**config.mk**
```make
export PLATFORM = sky130hd
export DESIGN_NAME = pc_branch_unit
export DESIGN_NICKNAME = d
export VERILOG_FILES = /design/src/rtl/pc_branch_unit_pkg.sv /design/src/rtl/pc_branch_unit_next_mux.sv /design/src/rtl/pc_branch_unit.sv
export SDC_FILE = /design/constraint.sdc
export NUM_CORES = 1
export LEC_CHECK = 0
export ABC_AREA = 1
export CORE_ASPECT_RATIO = 2
export CORE_MARGIN = 2
export CORE_UTILIZATION = 53
export CTS_CLUSTER_SIZE = 16
export DETAILED_ROUTE_END_ITERATION = 7
export PLACE_DENSITY_LB_ADDON = 0.15
export RECOVER_POWER = 25
export SYNTH_ARGS = -nofsm -noshare
export SYNTH_HDL_FRONTEND = slang
export SYNTH_SLANG_ARGS = --single-unit
```
**constraint.sdc**
```tcl
create_clock -name clk -period 4.1 [get_ports clk]
set_input_delay 0.41 -clock clk [delete_from_list [all_inputs] [get_ports clk]]
set_output_delay 0.41 -clock clk [all_outputs]
set_load 0.01 [all_outputs]
```
**src/rtl/pc_branch_unit_pkg.sv**
```systemverilog
// Shared definitions for the PC stage and the control FSM that drives it.
//   - pc_source encodings for the next-PC mux
//   - default reset PC and exception vector
package pc_branch_unit_pkg;

    typedef enum logic [1:0] {
        PCSRC_ALU    = 2'b00,
        PCSRC_TARGET = 2'b01,
        PCSRC_JUMP   = 2'b10,
        PCSRC_EXC    = 2'b11
    } pcsrc_e;

    localparam logic [31:0] DEF_RESET_PC   = 32'h0000_0000;
    localparam logic [31:0] DEF_EXC_VECTOR = 32'h0000_0180;

endpackage

```
**src/rtl/pc_branch_unit_next_mux.sv**
```systemverilog
// pc_next_mux: combinational next-PC selection.
//   pc_source  : select (alu_result / target_q / jump target / exception vector)
//   pc         : current PC, upper nibble feeds the jump target
//   jump_index : instr[25:0]
//   next_pc    : selected value, unmasked
//   misaligned : selected value has nonzero bits [1:0]
module pc_next_mux
    import pc_branch_unit_pkg::*;
#(
    parameter logic [31:0] EXC_VECTOR = DEF_EXC_VECTOR
) (
    input  logic [1:0]  pc_source,
    input  logic [31:0] alu_result,
    input  logic [31:0] target_q,
    input  logic [31:0] pc,
    input  logic [25:0] jump_index,
    output logic [31:0] next_pc,
    output logic        misaligned
);

    logic [31:0] jump_target;

    assign jump_target = {pc[31:28], jump_index, 2'b00};

    always_comb begin
        next_pc = alu_result;
        case (pcsrc_e'(pc_source))
            PCSRC_ALU:    next_pc = alu_result;
            PCSRC_TARGET: next_pc = target_q;
            PCSRC_JUMP:   next_pc = jump_target;
            PCSRC_EXC:    next_pc = EXC_VECTOR;
            default:      next_pc = alu_result;
        endcase
    end

    assign misaligned = |next_pc[1:0];

endmodule

```
**src/rtl/pc_branch_unit.sv**
```systemverilog
// pc_branch_unit: PC register, branch-target register and EPC of the
// multi-cycle datapath.
//   clk, reset            : clock, async active-high reset
//   pc_write/_cond        : unconditional / branch PC write enables
//   branch_ne, zero       : branch sense and ALU zero flag
//   pc_source             : next-PC select
//   alu_result            : ALU output (normally PC+4)
//   offset_shifted        : sign-extended immediate << 2
//   jump_index            : instr[25:0]
//   target_write          : capture pc + offset_shifted into target
//   epc_write             : capture pc - 4 into epc
//   pc, target, epc       : registered state
//   pc_updated            : previous cycle's take
//   align_fault           : previous taken load had nonzero bits [1:0]
module pc_branch_unit
    import pc_branch_unit_pkg::*;
#(
    parameter logic [31:0] RESET_PC   = DEF_RESET_PC,
    parameter logic [31:0] EXC_VECTOR = DEF_EXC_VECTOR
) (
    input  logic        clk,
    input  logic        reset,
    input  logic        pc_write,
    input  logic        pc_write_cond,
    input  logic        branch_ne,
    input  logic        zero,
    input  logic [1:0]  pc_source,
    input  logic [31:0] alu_result,
    input  logic [31:0] offset_shifted,
    input  logic [25:0] jump_index,
    input  logic        target_write,
    input  logic        epc_write,
    output logic [31:0] pc,
    output logic [31:0] target,
    output logic [31:0] epc,
    output logic        pc_updated,
    output logic        align_fault
);

    logic [31:0] next_pc;
    logic        misaligned;
    logic        take;

    pc_next_mux #(.EXC_VECTOR(EXC_VECTOR)) u_mux (
        .pc_source  (pc_source),
        .alu_result (alu_result),
        .target_q   (target),
        .pc         (pc),
        .jump_index (jump_index),
        .next_pc    (next_pc),
        .misaligned (misaligned)
    );

    // pc_write dominates; the branch term only matters when it is low,
    // which the OR already expresses.
    assign take = pc_write | (pc_write_cond & (zero ^ branch_ne));

    // All registers read only pre-edge state, so simultaneous enables
    // (e.g. target_write with pc_source = TARGET) see the old values.
    always_ff @(posedge clk or posedge reset) begin
        if (reset) begin
            pc          <= RESET_PC;
            target      <= '0;
            epc         <= '0;
            pc_updated  <= 1'b0;
            align_fault <= 1'b0;
        end else begin
            if (take)
                pc <= next_pc & ~32'h3;
            if (target_write)
                target <= pc + offset_shifted;
            if (epc_write)
                epc <= pc - 32'd4;
            pc_updated  <= take;
            align_fault <= take & misaligned;
        end
    end

endmodule

```
==> results of run 1 <==
==> layer usage <==
metal	wire [µm]	vias up	part of all wire [%]	GRT usage (%)
li1	-	3621	-	-
met1	8710	3418	35	38.8
met2	13000	322	52	65.8
met3	1260	116	5.1	4.62
met4	1840	0	7.4	23.8
met5	0	-	0	0
==> cell type report <==
type | count | area, µm² | share of cell area [%]
clock buffers | 10 | 229 | 2.50
flip-flops and latches | 94 | 2350 | 25.7
repair buffers | 201 | 1990 | 21.7
multi-input cells | 781 | 3880 | 42.4
well taps | 150 | 188 | 2.05
clock inverters | 6 | 51.3 | 0.561
inverters | 123 | 463 | 5.06
diodes | 1 | 2.50 | 0.0273
==> worst max-delay path by stage <==
stage                   to                from
4_1_cts         target[25]              pc[14]
2_1_floorplan  align_fault               reset
3_5_place_dp    target[25]  offset_shifted[16]
5_1_grt          target[4]        target_write
6_report         target[4]        target_write
3_3_place_gp    target[25]  offset_shifted[16]
==> state kept, by name, summed over array words and instances (netlist names) <==
register and cells:
target 32, epc 30, pc 30, align_fault 1
pc_updated 1
==> cell usage in the layout (no fill, tap or decap), types with 23 or more instances in the layout <==
cell type | synthesis | layout
sky130_fd_sc_hd__nor2_1 | 108 | 107
sky130_fd_sc_hd__o21ai_1 | 26 | 26
sky130_fd_sc_hd__ha_1 | 30 | 30
sky130_fd_sc_hd__dfrtp_1 | 94 | 94
sky130_fd_sc_hd__clkdlybuf4s50_1 | 0 | 192
sky130_fd_sc_hd__inv_1 | 109 | 108
sky130_fd_sc_hd__nand3_1 | 54 | 54
sky130_fd_sc_hd__a41oi_1 | 23 | 23
sky130_fd_sc_hd__a21oi_1 | 30 | 30
sky130_fd_sc_hd__nand2_1 | 398 | 398
==> through the flow <==
step	instances	setup WS [ps]	cell area [µm²]	hold WS (ps)	total power, µW
2_1_floorplan	1027	1240	6820	515	2190
3_3_place_gp	1349	1490	8870	463	3000
3_5_place_dp	1349	1480	8870	469	3020
4_1_cts	1365	1790	9150	306	3840
5_1_grt	1366	1430	9150	507	4070
6_report	1366	1590	9150	486	3840
==> power breakdown <==
part	switching [µW]	leakage, µW	total (µW)	internal (µW)
logic	902	0.00313	1660	759
registers	259	0.00114	1370	1110
clock network	389	0.000134	811	422
==> worst max-delay path: stages <==
cell                              delay (ps)
sky130_fd_sc_hd__clkdlybuf4s50_1         450
sky130_fd_sc_hd__clkbuf_1               1090
sky130_fd_sc_hd__inv_1                    90
sky130_fd_sc_hd__buf_4                   310
sky130_fd_sc_hd__a21oi_1                 170
sky130_fd_sc_hd__o21ai_0                 120
sky130_fd_sc_hd__o21ai_0                  80
==> logic make-up (layout without fill, tap and decap cells) <==
family,count (synthesis),after routing,share of synthesized area (%)
DFF,94,94,34.5
xor gates and xnor gates,33,33,4.24
adders and majority gates,31,31,5.81
buffers and inverters,152,340,8.84
and+or+nand+nor,592,592,35.7
other,1,5,0.0551
AOI/OAI and AO/OA,121,121,10.9
==> flow_results.xml, run 1 <==
<?xml version="1.0" encoding="UTF-8"?>
<metrics>
  <group name="outcome">
    <metric name="run_status" unit="">complete, but fails checks</metric>
    <metric name="failing_checks" unit="">max-capacitance violations, max-slew violations</metric>
  </group>
  <group name="timing">
    <metric name="fin_crit" unit="ps">2510</metric>
    <metric name="final.setup_skew" unit="ps">13.3</metric>
    <metric name="slew_headroom" unit="%">-0.864</metric>
    <metric name="timing_max_transition_violations_final" unit="">28</metric>
    <metric name="max_freq" unit="MHz">399</metric>
    <metric name="worstMarginPinSlew" unit="ps">1510</metric>
    <metric name="tns" unit="ps">0</metric>
    <metric name="report.final.setup_viol" unit="">0</metric>
    <metric name="hold_viol" unit="">0</metric>
    <metric name="grt_setup_unrepaired" unit="">no</metric>
    <metric name="finalCritPeriodShare" unit="%">61.1</metric>
  </group>
  <group name="synth">
    <metric name="synthArstFlopShare" unit="%">100</metric>
    <metric name="yosysSeqAreaShare" unit="%">34.5</metric>
    <metric name="synth_enable_flop_cells" unit="">0</metric>
    <metric name="synthesis.area" unit="mm²">0.00681</metric>
    <metric name="synth-warning-count" unit="">0</metric>
    <metric name="ys.flop_type" unit="">sky130_fd_sc_hd__dfrtp_1</metric>
    <metric name="yosys-top-cells-count" unit="">sky130_fd_sc_hd__nand2_1, sky130_fd_sc_hd__inv_1, sky130_fd_sc_hd__nor2_1</metric>
    <metric name="share_of_the_synthesized_area_in_the_top_cell_type" unit="%">34.5</metric>
    <metric name="ys_top_cells_by_area" unit="">sky130_fd_sc_hd__dfrtp_1, sky130_fd_sc_hd__nand2_1, sky130_fd_sc_hd__inv_1, sky130_fd_sc_hd__nor2_1, sky130_fd_sc_hd__ha_1</metric>
    <metric name="synth_top_area_cell" unit="">sky130_fd_sc_hd__dfrtp_1</metric>
    <metric name="post_synthesis_average_cell_area" unit="µm²">6.65</metric>
    <metric name="yosys.cell_types.count" unit="">40</metric>
    <metric name="synth_seq_cells" unit="">94</metric>
    <metric name="postSynthCellCount" unit="">1024</metric>
    <metric name="synth.most_common_cell" unit="">sky130_fd_sc_hd__nand2_1</metric>
  </group>
  <group name="drt">
    <metric name="drt-initial-drc-count" unit="">578</metric>
    <metric name="detailedRoute.firstPassIterationCount" unit="">5</metric>
    <metric name="ant_nets" unit="">0</metric>
    <metric name="viasPerCell" unit="">5.47</metric>
    <metric name="post-route-drc-count" unit="">0</metric>
    <metric name="drt_wl_total" unit="mm">24.8</metric>
    <metric name="routedWlPerCell" unit="µm">18.2</metric>
    <metric name="via_total_after_detailed_routing" unit="">7477</metric>
  </group>
  <group name="job">
    <metric name="maximum_capacitance_violations" unit="">1</metric>
  </group>
  <group name="global_routing">
    <metric name="via_count_of_the_first_global_routing_pass" unit="">7397</metric>
    <metric name="grt_first_pass_wirelength" unit="mm">38.4</metric>
    <metric name="pin_count_of_the_biggest_net_entering_global_routing" unit="">47</metric>
    <metric name="grt_util_all_layers" unit="%">36.3</metric>
    <metric name="global_route.overflow_total" unit="">0</metric>
    <metric name="grt_antenna_before_repair" unit="">1</metric>
  </group>
  <group name="worst_setup_path">
    <metric name="critical_path_end_type" unit="">flip-flop</metric>
    <metric name="r2r.worst_path.cells" unit="">13</metric>
    <metric name="critical_path_class" unit="">input port to flip-flop</metric>
    <metric name="reg2reg_start" unit="">pc[2]</metric>
    <metric name="worstPathRequired" unit="ps">4350</metric>
    <metric name="rr_endpoint" unit="">target[22]</metric>
    <metric name="setup.reg_to_reg.worst_slack" unit="ps">1720</metric>
    <metric name="worstPathArrival" unit="ps">2760</metric>
    <metric name="timing.critical_path.fanout_max" unit="">38</metric>
    <metric name="crit_path_start_kind" unit="">input port</metric>
  </group>
  <group name="power">
    <metric name="cellPowerDensity" unit="mW/mm²">420</metric>
    <metric name="power.leakage" unit="µW">0.00440</metric>
    <metric name="vdd_drop_max" unit="µV">263</metric>
  </group>
  <group name="floorplanning">
    <metric name="die_width" unit="µm">84.2</metric>
    <metric name="start_util" unit="%">54.2</metric>
    <metric name="core_region_area" unit="mm²">0.0126</metric>
    <metric name="placement_rows" unit="">58</metric>
    <metric name="area_enclosed_by_the_die_boundary" unit="mm²">0.0138</metric>
    <metric name="die_h" unit="µm">164</metric>
    <metric name="num_io_pins" unit="">198</metric>
  </group>
  <group name="finish">
    <metric name="utilization" unit="%">72.9</metric>
    <metric name="area_growth" unit="%">34.4</metric>
    <metric name="finalNetCount" unit="">1341</metric>
    <metric name="drive_above_1_share" unit="%">4.61</metric>
    <metric name="final.fill_count" unit="">1080</metric>
  </group>
  <group name="placement">
    <metric name="post-dp-hpwl" unit="mm">19.9</metric>
    <metric name="globalplace.congestion" unit="">0.993</metric>
    <metric name="port_buffers" unit="">193</metric>
  </group>
  <group name="clock_network">
    <metric name="cts_resized" unit="">0</metric>
    <metric name="numCtsBuffers" unit="">9</metric>
    <metric name="cts_buffer_depth" unit="">2</metric>
    <metric name="htreeDepth" unit="">3</metric>
    <metric name="cts_num_sinks" unit="">94</metric>
    <metric name="clk-insertion-delay-late" unit="ps">350</metric>
    <metric name="tritoncts" unit="">done</metric>
    <metric name="post_cts.repair.setup_buffers" unit="">0</metric>
    <metric name="ctsHoldBuffers" unit="">0</metric>
    <metric name="clk_pin_slew_worst_paths" unit="ps">70</metric>
    <metric name="clk_root_buffer_cell" unit="">sky130_fd_sc_hd__clkbuf_16</metric>
  </group>
  <group name="min_path">
    <metric name="min_from" unit="">epc[18]</metric>
    <metric name="worst_hold_path_type" unit="">flip-flop to flip-flop</metric>
    <metric name="hold_critical_path_endpoint" unit="">epc[18]</metric>
    <metric name="holdPathStages" unit="">2</metric>
  </group>
</metrics>
(Power assumes the default switching activity.)
==> run 2, diff against run 1 <==
Settings changed: CORE_UTILIZATION 53 to 44.
Clock period 4.1 ns to 2 ns, I/O delays scaled along.
==> flow_results.xml, run 2 (synthesized netlist as in run 1, its figures left out) <==
<?xml version="1.0" encoding="UTF-8"?>
<metrics>
  <group name="outcome">
    <metric name="run_status" unit="">finished clean</metric>
  </group>
  <group name="timing">
    <metric name="slew_headroom" unit="%">38.1</metric>
    <metric name="final.setup_skew" unit="ps">4.42</metric>
    <metric name="hold_viol" unit="">0</metric>
    <metric name="max_freq" unit="MHz">522</metric>
    <metric name="hold_slack" unit="ps">380</metric>
    <metric name="grt_setup_unrepaired" unit="">yes</metric>
    <metric name="timing_max_transition_violations_final" unit="">0</metric>
    <metric name="fin_crit" unit="ps">1910</metric>
    <metric name="worstMarginPinSlew" unit="ps">923</metric>
    <metric name="finalCritPeriodShare" unit="%">95.7</metric>
    <metric name="report.final.setup_viol" unit="">0</metric>
  </group>
  <group name="global_routing">
    <metric name="grt_antenna_before_repair" unit="">2</metric>
    <metric name="via_count_of_the_first_global_routing_pass" unit="">7940</metric>
    <metric name="global_route.overflow_total" unit="">0</metric>
    <metric name="pin_count_of_the_biggest_net_entering_global_routing" unit="">63</metric>
    <metric name="grt_first_pass_wirelength" unit="mm">41.8</metric>
    <metric name="grt_util_all_layers" unit="%">33.3</metric>
  </group>
  <group name="placement">
    <metric name="placed_area" unit="mm²">0.00980</metric>
    <metric name="post-dp-hpwl" unit="mm">21.8</metric>
    <metric name="globalplace.congestion" unit="">0.963</metric>
    <metric name="port_buffers" unit="">193</metric>
  </group>
  <group name="drt">
    <metric name="wl_met3" unit="mm">1.34</metric>
    <metric name="drt_wl_total" unit="mm">27.2</metric>
    <metric name="routed_met1_length" unit="mm">10.0</metric>
    <metric name="detailedRoute.firstPassIterationCount" unit="">5</metric>
    <metric name="ant_nets" unit="">0</metric>
    <metric name="post-route-drc-count" unit="">0</metric>
    <metric name="via_total_after_detailed_routing" unit="">7904</metric>
    <metric name="routedWlPerCell" unit="µm">17.9</metric>
    <metric name="top_layer_used" unit="">met4</metric>
    <metric name="dr_wl_met2" unit="mm">13.9</metric>
    <metric name="viasPerCell" unit="">5.20</metric>
    <metric name="drt-initial-drc-count" unit="">502</metric>
  </group>
  <group name="clock_network">
    <metric name="cts_num_sinks" unit="">94</metric>
    <metric name="clk_pin_slew_worst_paths" unit="ps">70</metric>
    <metric name="numCtsBuffers" unit="">9</metric>
    <metric name="clk-insertion-delay-late" unit="ps">350</metric>
    <metric name="tritoncts" unit="">done</metric>
    <metric name="htreeDepth" unit="">3</metric>
    <metric name="ctsHoldBuffers" unit="">0</metric>
    <metric name="clk_root_buffer_cell" unit="">sky130_fd_sc_hd__clkbuf_16</metric>
    <metric name="cts_buffer_depth" unit="">2</metric>
  </group>
  <group name="finish">
    <metric name="layout.cells.most_common" unit="">sky130_fd_sc_hd__nand2_1</metric>
    <metric name="largest_register" unit="">target</metric>
    <metric name="largest_register_ffs" unit="">32</metric>
    <metric name="area_growth" unit="%">50.8</metric>
    <metric name="final_design_area_no_fill" unit="mm²">0.0103</metric>
    <metric name="largest_registers" unit="">target x32, epc x30, pc x30</metric>
    <metric name="layout_common_cells" unit="">sky130_fd_sc_hd__nand2_1, sky130_fd_sc_hd__clkdlybuf4s50_1, sky130_fd_sc_hd__buf_4</metric>
    <metric name="finalNetCount" unit="">1447</metric>
    <metric name="drive_above_1_share" unit="%">14.5</metric>
  </group>
  <group name="worst_setup_path">
    <metric name="critical_path_class" unit="">flip-flop to flip-flop</metric>
    <metric name="crit_path_start_kind" unit="">flip-flop</metric>
    <metric name="critical_path_end_type" unit="">flip-flop</metric>
    <metric name="timing.critical_path.fanout_max" unit="">4</metric>
    <metric name="worstPathArrival" unit="ps">2160</metric>
    <metric name="worstPathRequired" unit="ps">2240</metric>
    <metric name="timing.critical_path.slowest_stage_cell" unit="">sky130_fd_sc_hd__dfrtp_1</metric>
    <metric name="crit_chain" unit="">ha_2 -&gt; inv_1 -&gt; fa_1 -&gt; inv_2 -&gt; nand3_1 -&gt; nand3_2 -&gt; nand2_1 -&gt; a21oi_1 -&gt; o21ai_0 -&gt; nand3_1 -&gt; nand2_1</metric>
    <metric name="worst_path_largest_cell_delay" unit="ps">380</metric>
  </group>
  <group name="floorplanning">
    <metric name="die_width" unit="µm">92.0</metric>
    <metric name="start_util" unit="%">44.8</metric>
    <metric name="die_h" unit="µm">180</metric>
    <metric name="num_io_pins" unit="">198</metric>
    <metric name="area_enclosed_by_the_die_boundary" unit="mm²">0.0165</metric>
    <metric name="placement_rows" unit="">64</metric>
    <metric name="core_region_area" unit="mm²">0.0152</metric>
  </group>
  <group name="power">
    <metric name="power.leakage" unit="µW">0.00499</metric>
    <metric name="cellPowerDensity" unit="mW/mm²">850</metric>
    <metric name="vdd_drop_max" unit="µV">416</metric>
  </group>
  <group name="min_path">
    <metric name="worst_hold_path_type" unit="">input port to flip-flop</metric>
  </group>
  <group name="job">
    <metric name="maximum_capacitance_violations" unit="">0</metric>
  </group>
</metrics>
-- run 2: final timing paths --
| check | end | slack, ps | start | depth (start not counted) |
|---|---|---|---|---|
| worst max register to register | target[18] | 90 | pc[2] | 11 |
| min in group asynchronous | align_fault | 460 | reset | 2 |
| worst min register to register | epc[22] | 480 | epc[22] | 2 |
| worst min-delay path | target[1] | 380 | offset_shifted[1] | 3 |
| max in group asynchronous | target[3] | 330 | reset | 3 |
| worst max-delay path | target[18] | 90 | pc[2] | 11 |
-- run 2: power by group --
group          total (µW)  switching, µW  internal (µW)
clock                1830            768           1060
combinational        4230           2170           2070
sequential           2670            384           2280
-- run 2: routing by layer --
metal / global-route usage (%) / vias up
met3: 4.11 / 83
met1: 37.2 / 3675
met5: 0 / -
met2: 59.1 / 315
met4: 20.2 / 0
li1: - / 3831
-- run 2: worst max-delay path: cells and delay by family (launching register included) --
family	cells	cell delay, ps
adder cells (fa/ha/maj)	2	560
buffers and inverters	2	110
AND/OR/NAND/NOR	5	450
AO/OA/AOI/OAI	2	300
flip-flops	1	380
-- run 2: per-stage QoR --
step / setup slack, ps / std cells / TNS, ps / utilization (%) / power [µW]
global route: -40.7 / 1520 / -97.3 / 67.5 / 9260
finish: 85.4 / 1520 / 0 / 67.5 / 8730
floorplan: 111 / 1027 / 0 / - / 4490
global placement: -197 / 1502 / -3060 / 64.4 / 6740
detailed placement: -194 / 1502 / -3560 / 64.4 / 6770
CTS: 18.4 / 1517 / 0 / 66.4 / 8630
-- run 2: cell type report --
cell class                      instances  area (µm²)
Fill cell                            1393        4950
Multi-Input combinational cell        781        4060
Timing Repair Buffer                  307        2840
Sequential cell                        94        2350
Inverter                              123         463
Clock buffer                           12         267
Tap cell                              198         248
Clock inverter                          3        42.5
Antenna cell                            2        5.00
-- run 2: repair_timing --
action / in CTS / in global routing
setup buffers: 0 / 1
resized for setup: 0 / 30
setup endpoints to repair: 0 / 20
==> run 3, diff against run 2 <==
Settings changed: MAX_ROUTING_LAYER set to met4.
==> flow_results.xml, run 3 (synthesized netlist as in run 1, its figures left out) <==
<?xml version="1.0" encoding="UTF-8"?>
<metrics>
  <group name="outcome">
    <metric name="run_status" unit="">finished clean</metric>
  </group>
  <group name="finish">
    <metric name="layout.cells.most_common" unit="">sky130_fd_sc_hd__nand2_1</metric>
    <metric name="layout.area.seq" unit="mm²">0.00235</metric>
    <metric name="final_design_area_no_fill" unit="mm²">0.0104</metric>
    <metric name="finalNetCount" unit="">1447</metric>
    <metric name="largest_register" unit="">target</metric>
    <metric name="final.fill_count" unit="">1329</metric>
    <metric name="largest_register_ffs" unit="">32</metric>
    <metric name="multi_input_comb_area" unit="mm²">0.00413</metric>
    <metric name="utilization" unit="%">68.2</metric>
    <metric name="area_growth" unit="%">52.4</metric>
    <metric name="layout_common_cells" unit="">sky130_fd_sc_hd__nand2_1, sky130_fd_sc_hd__clkdlybuf4s50_1, sky130_fd_sc_hd__inv_1, sky130_fd_sc_hd__buf_4, sky130_fd_sc_hd__nor2_1</metric>
    <metric name="largest_registers" unit="">target x32, epc x30, pc x30</metric>
    <metric name="drive_above_1_share" unit="%">15.4</metric>
  </group>
  <group name="drt">
    <metric name="via_total_after_detailed_routing" unit="">7952</metric>
    <metric name="ant_nets" unit="">0</metric>
    <metric name="routedWlPerCell" unit="µm">17.9</metric>
    <metric name="detailedRoute.firstPassIterationCount" unit="">7</metric>
    <metric name="drt_wl_total" unit="mm">27.3</metric>
    <metric name="post-route-drc-count" unit="">0</metric>
    <metric name="viasPerCell" unit="">5.23</metric>
    <metric name="drt-initial-drc-count" unit="">484</metric>
  </group>
  <group name="power">
    <metric name="power.leakage" unit="µW">0.00499</metric>
    <metric name="vdd_drop_max" unit="µV">541</metric>
    <metric name="post_route_total_power" unit="µW">9010</metric>
    <metric name="cellPowerDensity" unit="mW/mm²">868</metric>
  </group>
  <group name="global_routing">
    <metric name="grt_antenna_before_repair" unit="">1</metric>
    <metric name="grt_first_pass_wirelength" unit="mm">41.7</metric>
    <metric name="grt_util_all_layers" unit="%">34.2</metric>
    <metric name="pin_count_of_the_biggest_net_entering_global_routing" unit="">63</metric>
    <metric name="global_route.overflow_total" unit="">0</metric>
    <metric name="via_count_of_the_first_global_routing_pass" unit="">7826</metric>
  </group>
  <group name="worst_setup_path">
    <metric name="critical_path_class" unit="">flip-flop to flip-flop</metric>
    <metric name="worstPathRequired" unit="ps">2210</metric>
    <metric name="timing.critical_path.slowest_stage_cell" unit="">sky130_fd_sc_hd__dfrtp_1</metric>
    <metric name="timing.critical_path.fanout_max" unit="">5</metric>
    <metric name="worst_path_largest_cell_delay" unit="ps">410</metric>
    <metric name="worstPathArrival" unit="ps">2150</metric>
    <metric name="r2r.worst_path.cells" unit="">9</metric>
    <metric name="crit_chain" unit="">buf_4 -&gt; inv_2 -&gt; ha_1 -&gt; nand2_1 -&gt; nor2_2 -&gt; buf_4 -&gt; nand2_1 -&gt; xor2_1 -&gt; o21ai_1</metric>
    <metric name="reg2reg_start" unit="">pc[2]</metric>
    <metric name="setup.reg_to_reg.worst_slack" unit="ps">70</metric>
    <metric name="crit_path_start_kind" unit="">flip-flop</metric>
    <metric name="rr_endpoint" unit="">epc[12]</metric>
    <metric name="critical_path_end_type" unit="">flip-flop</metric>
  </group>
  <group name="placement">
    <metric name="port_buffers" unit="">193</metric>
    <metric name="placed_area" unit="mm²">0.00981</metric>
    <metric name="post-dp-hpwl" unit="mm">21.9</metric>
    <metric name="dp_slack" unit="ps">-206</metric>
    <metric name="globalplace.congestion" unit="">0.979</metric>
  </group>
  <group name="floorplanning">
    <metric name="die_width" unit="µm">92.0</metric>
    <metric name="num_io_pins" unit="">198</metric>
    <metric name="die_h" unit="µm">180</metric>
    <metric name="placement_rows" unit="">64</metric>
    <metric name="start_util" unit="%">44.8</metric>
    <metric name="core_region_area" unit="mm²">0.0152</metric>
    <metric name="area_enclosed_by_the_die_boundary" unit="mm²">0.0165</metric>
  </group>
  <group name="clock_network">
    <metric name="cts_num_sinks" unit="">94</metric>
    <metric name="clk_root_buffer_cell" unit="">sky130_fd_sc_hd__clkbuf_16</metric>
    <metric name="htreeDepth" unit="">3</metric>
    <metric name="numCtsBuffers" unit="">9</metric>
    <metric name="clk-insertion-delay-late" unit="ps">360</metric>
    <metric name="clk_pin_slew_worst_paths" unit="ps">70</metric>
    <metric name="tritoncts" unit="">done</metric>
    <metric name="cts_buffer_depth" unit="">2</metric>
  </group>
  <group name="timing">
    <metric name="hold_viol" unit="">0</metric>
    <metric name="slew_headroom" unit="%">43.5</metric>
    <metric name="tns" unit="ps">0</metric>
    <metric name="final.setup_skew" unit="ps">7.66</metric>
    <metric name="max_freq" unit="MHz">518</metric>
    <metric name="worstMarginPinSlew" unit="ps">848</metric>
    <metric name="timing_max_transition_violations_final" unit="">0</metric>
    <metric name="report.final.setup_viol" unit="">0</metric>
    <metric name="finalCritPeriodShare" unit="%">96.6</metric>
    <metric name="final_critical_path_setup_slack" unit="ps">68.5</metric>
    <metric name="fin_crit" unit="ps">1930</metric>
  </group>
  <group name="job">
    <metric name="maximum_capacitance_violations" unit="">0</metric>
  </group>
  <group name="min_path">
    <metric name="worst_hold_path_type" unit="">input port to async pin</metric>
  </group>
</metrics>
-- run 3: report_power, final --
part	internal [µW]	total [µW]	switching, µW
registers	2280	2670	389
clock network	1260	2070	810
logic	2090	4270	2180
-- run 3: cell type report --
type,count,area share [%]
multi-input cells,781,39.8
repair buffers,307,27.3
flip-flops and latches,94,22.7
inverters,123,4.46
well taps,198,2.39
clock buffers,11,2.34
clock inverters,5,1.02
diodes,1,0.0241
-- run 3: worst max-delay path, delay by kind of cell, from the launching register on --
kind                     cells  cell delay (ps)
AO/OA/AOI/OAI                1               70
XOR/XNOR                     1              170
flip-flops                   1              410
AND/OR/NAND/NOR              3              480
adder cells (fa/ha/maj)      1              240
buffers and inverters        3              410
-- run 3: repair_timing --
action                                  in CTS  in global routing
gates resized for setup                      0                 42
buffers inserted                             0                  1
endpoints found under the setup margin       0                 20
hold buffers                                 0                  0
-- run 3: worst max-delay path by stage --
stage / start / endpoint / slack (ps) / cells after the start
after floorplan: pc[2] / target[22] / 110 / 13
after global placement: offset_shifted[8] / target[27] / -230 / 11
after detailed placement: offset_shifted[2] / target[22] / -210 / 14
after CTS: pc[8] / target[27] / 20 / 10
after global routing: pc[4] / target[31] / -80 / 12
final: pc[2] / epc[12] / 70 / 9
-- run 3: per-stage QoR --
step                      std cells  hold slack (ps)
after floorplan                1027              317
after global placement         1502              462
after detailed placement       1502              465
after CTS                      1518              216
after global routing           1520              412
final                          1520              391
-- run 3: metal layers --
layer,GRT usage (%),routed length [µm],vias up
met5,-,0,-
met4,19.5,1820,0
met3,3.35,1410,82
met2,60.2,14100,307
met1,36.9,9910,3727
li1,-,-,3836
==> RTL change 1, RTL diff (flow settings as in run 3) <==
Register the output `target` once more, with the module's reset; this adds one clock of latency there. The other outputs are not delayed to match. Comments in the files are not updated.
--- a/src/rtl/pc_branch_unit.sv
+++ b/src/rtl/pc_branch_unit.sv
@@ -38,4 +38,6 @@
 );
 
+    logic [31:0] target_s0;
+
     logic [31:0] next_pc;
     logic        misaligned;
@@ -45,5 +47,5 @@
         .pc_source  (pc_source),
         .alu_result (alu_result),
-        .target_q   (target),
+        .target_q   (target_s0),
         .pc         (pc),
         .jump_index (jump_index),
@@ -61,5 +63,5 @@
         if (reset) begin
             pc          <= RESET_PC;
-            target      <= '0;
+            target_s0   <= '0;
             epc         <= '0;
             pc_updated  <= 1'b0;
@@ -69,5 +71,5 @@
                 pc <= next_pc & ~32'h3;
             if (target_write)
-                target <= pc + offset_shifted;
+                target_s0 <= pc + offset_shifted;
             if (epc_write)
                 epc <= pc - 32'd4;
@@ -77,4 +79,12 @@
     end
 
+    always_ff @(posedge clk or posedge reset) begin
+        if (reset) begin
+            target <= '0;
+        end else begin
+            target <= target_s0;
+        end
+    end
+
 endmodule
 
Formal check against the unedited RTL: not equivalent (a bounded check fails within 4 cycles, from zero or initial values and one cycle with reset high).
==> RTL change 1 against run 3 <==
Via count is 2.5% higher; first-iteration DRC count fell by 4.5%; synthesized area up 13%; non-clock buffer count fell by 6; sequential cell count grew 32; total power grew 24%; design area increased by 11%; critical path type unchanged; largest power group unchanged; setup slack got worse by 29 ps; wire length up 5.3%; the flow now finishes with violations (max-capacitance violations, max-slew violations).
==> RTL change 1: results (changes against run 3) <==
outcome=finished with violations; failing checks=max-capacitance violations, max-slew violations; first-pass GRT wire length=43.59 mm (+4.5%); number of global-route vias before repair=8202 (+4.8%); Pins Over Slew Limit=62 (+62); largest registers=target (32), target_s0 (32); Max-Cap Viols=1 (+1); Synth area leaders=dfrtp_1 (41%), nand2_1 (20%), inv_1 (7.1%); IO Port Bufs=193 (unchanged); RR Endpoint=epc[29]$_DFFE_PP0P_; Syn Inst Count=1083 (+5.8%); cell count after placement=1568 (+4.4%); drt first pass iters=6 (-1); Post-DP Area=0.01061 sq mm (+8.2%); routed wire length=28.73 mm (+5.3%); share of cells above drive strength 1=14.75% (-0.62 points); Commonest cells post-synth=nand2_1 (399), inv_1 (145), dfrtp_1 (126), nor2_1 (104), nand3_1 (64); Clock Skews=7.772 ps (+0.1131 ps); Worst-path clk slew=50 ps (-20 ps); latest clock arrival within the worst-skew pair=420 ps (+60 ps); Fillers=1488 (+12%); reg-to-reg startpoint=pc[13]$_DFFE_PP0P_; Hold Path Class=input pin to asynchronous set/reset pin; register area share after synthesis=41.14% (+6.6 points); Global Route Usage Sum=31.86% (-2.4 points); Lkg Pwr=5.672 nW (+14%); number of buffers created by CTS=17 (+8); Critical Path Max Stage Delay=440 ps (+30 ps); pin count of the biggest net entering global routing=66 (+4.8%); worst-path maximum fanout=6 (+1); final cell count without fillers=1601 (+5.3%); max_slew headroom=-3.759% (-47 points); adder-cell share of the synthesized area=5.158% (-0.65 points); xor/xnor share of the synthesized area=2.400% (-1.8 points); DP HPWL=23.08 mm (+5.5%); Final GP Congestion=0.9932 (+1.4%); DR vias/cell=5.089 (-2.7%); nets@finish=1508 (+4.2%); Synth Area in Compound Gates=9.435% (-1.4 points); VDD IR-drop max=573.3 uV (+6.0%)
-- RTL change 1: cell types whose count changed in the layout (fill, tap and decap cells not counted), moves of 10 or more --
cell,change
inv_1,+36
dfrtp_1,+31
o21ai_1,-20
o21ai_0,+12
inv_2,-10
-- RTL change 1: stage by stage --
step	setup TNS [ps]	util, %	setup WS (ps)	total power (W)
CTS	0	65.69	0.7274	0.01107
detailed placement	-4568	61.75	-313.6	0.007571
finish	0	66.79	39.64	0.01118
global route	-53.00	66.79	-19.79	0.01173
floorplan	0	-	93.56	0.005324
global placement	-3894	61.75	-269.3	0.007532
-- RTL change 1: kinds of logic (layout without fill, tap and decap cells) --
kind of cell / Yosys count / count (layout)
other: 1 / 5
adder cells (fa/ha/maj): 31 / 31
AO/OA/AOI/OAI: 119 / 119
flip-flops: 126 / 126
buffers and inverters: 179 / 483
AND/OR/NAND/NOR: 606 / 606
XOR/XNOR: 21 / 21
-- RTL change 1: worst max path at each step --
stage | startpoint | endpoint | slack, ps | cells after the start
after floorplan | pc[2]$_DFFE_PP0P_ | target_s0[22]$_DFFE_PP0P_ | 90 | 13
after global placement | offset_shifted[2] | target_s0[22]$_DFFE_PP0P_ | -270 | 14
after detailed placement | offset_shifted[2] | target_s0[22]$_DFFE_PP0P_ | -310 | 14
after CTS | pc[19]$_DFFE_PP0P_ | target_s0[25]$_DFFE_PP0P_ | 0.7 | 10
after global routing | pc[2]$_DFFE_PP0P_ | epc[20]$_DFFE_PP0P_ | -20 | 10
final | pc[13]$_DFFE_PP0P_ | epc[29]$_DFFE_PP0P_ | 40 | 8
-- RTL change 1: final cells by class --
type	instances	area [sq um]	area share, %
Multi-Input combinational cell	781	4038	35.18
Sequential cell	126	3154	27.48
Timing Repair Buffer	301	2790	24.31
Inverter	150	564.3	4.916
Clock buffer	22	484.2	4.218
Tap cell	210	262.8	2.289
Clock inverter	10	182.7	1.591
Antenna cell	1	2.502	0.02180
-- RTL change 1: power breakdown --
part | internal [W] | total (W) | switching, W | leakage (nW)
Combinational | 0.00199 | 0.00418 | 0.00218 | 3.84
Clock | 0.00234 | 0.00348 | 0.00114 | 0.318
Sequential | 0.00310 | 0.00352 | 0.000418 | 1.52
-- RTL change 1: per-layer routing --
| metal | vias up | wire length, um | global-route usage, % |
|---|---|---|---|
| li1 | 4003 | - | - |
| met1 | 3759 | 10680 | 33.88 |
| met2 | 307 | 15030 | 56.60 |
| met3 | 78 | 1207 | 4.032 |
| met4 | 0 | 1813 | 18.38 |
| met5 | - | 0 | - |
-- RTL change 1: worst reg2reg max path: cells and delay by family (launching register included) --
family,cells,cell delay (ps)
buf+inv,2,360
simple gates,6,1060
flops,1,440
-- RTL change 1: repair_timing --
item / in CTS / in global routing
resized for setup: 4 / 38
endpoints found under the setup margin: 3 / 26
pin swaps: 0 / 2
==> RTL change 2, RTL diff (flow settings as in run 3) <==
Without the edit above. Remove the register `pc_updated`: a continuous assignment takes its place, so the output `pc_updated` follows one clock earlier. Comments in the files are not updated.
--- a/src/rtl/pc_branch_unit.sv
+++ b/src/rtl/pc_branch_unit.sv
@@ -63,5 +63,4 @@
             target      <= '0;
             epc         <= '0;
-            pc_updated  <= 1'b0;
             align_fault <= 1'b0;
         end else begin
@@ -72,9 +71,10 @@
             if (epc_write)
                 epc <= pc - 32'd4;
-            pc_updated  <= take;
             align_fault <= take & misaligned;
         end
     end
 
+    assign pc_updated = take;
+
 endmodule
 
Function: changed (a bounded check fails within 4 cycles, from zero or initial values and one cycle with reset high).
==> RTL change 2 against run 3 <==
Design area shrank 2.5%; clock skew is 1.6 ps higher; sequential share of layout area grew 0.33 points; critical path type unchanged; synthesized area is 0.37% lower; maximum frequency increased by 1.1%; critical path depth up 3; clock power is 18% lower; combinational power shrank 3%; setup slack improved by 20 ps; total power is 5.8% lower; sequential cell count down 1; wire length decreased by 4.1%.
==> RTL change 2: results (changes against run 3) <==
outcome=finished clean; xor/xnor share of the synthesized area=4.260% (+0.016 points); worst-path maximum fanout=3 (-2); Antenna Diode Count=0 (-1); Psw=0.003230 W (-4.4%); pre-CTS setup slack=-236.8 ps (-30.92 ps); Synth area leaders=dfrtp_1 (34%), nand2_1 (22%), inv_1 (6.0%); vias=7678 (-3.4%); adder-cell share of the synthesized area=5.827% (+0.021 points); Final GP Congestion=1.025 (+4.6%); average wire per standard cell=17.35 um (-3.3%); Lkg Pwr=4.908 nW (-1.6%); cell count after placement=1491 (-0.73%); DR vias/cell=5.095 (-2.6%); VDD IR-drop max=487.8 uV (-9.8%); Hold Path Class=input pin to flop; first-pass GRT wire length=40.17 mm (-3.7%); share of cells above drive strength 1=14.29% (-1.1 points); initial antenna violation count=0 (-1); Commonest cells post-synth=nand2_1 (398), inv_1 (109), nor2_1 (108), dfrtp_1 (93), nand3_1 (54); nets@finish=1437 (-0.69%); DP HPWL=21.82 mm (-0.22%); Critical Path Max Stage Delay=430 ps (+20 ps); DRT iter0 DRCs=426 (-12%); register area share after synthesis=34.30% (-0.24 points); worst r2r path cells=12 (+3); pin count of the biggest net entering global routing=62 (-1.6%); number of global-route vias before repair=7516 (-4.0%); routed wl met2=14.18 mm (+0.37%); Met1 Wirelength=9.852 mm (-0.59%); Worst Path Buf+Inv=2 (-1); Post-DP Area=0.009686 sq mm (-1.3%); met2 usage in global routing=60.32% (+0.088 points)
[RTL change 2: cell count changes after synthesis, sizes merged]
cell,run 3,this run
dfrtp,94,93
[RTL change 2: layout make-up]
cell class / count / area, sq um
fillers: 1397 / 5092
flip-flops and latches: 93 / 2327
multi-input cells: 781 / 4058
well taps: 198 / 247.7
clock buffers: 12 / 246.5
clock inverters: 2 / 35.03
inverters: 123 / 462.9
repair buffers: 298 / 2745
[RTL change 2: power by group through the flow]
stage | logic [W] | registers (W) | clock network [W]
floorplan | 0.00167 | 0.00280 | 0
global placement | 0.00397 | 0.00268 | 0
detailed placement | 0.00399 | 0.00268 | 0
CTS | 0.00401 | 0.00265 | 0.00172
global route | 0.00452 | 0.00271 | 0.00179
finish | 0.00414 | 0.00267 | 0.00169
[RTL change 2: repair_timing]
action | CTS | global route
setup endpoints to repair | 0 | 22
hold buffers | 0 | 0
resized for setup | 0 | 40
buffers inserted | 0 | 2
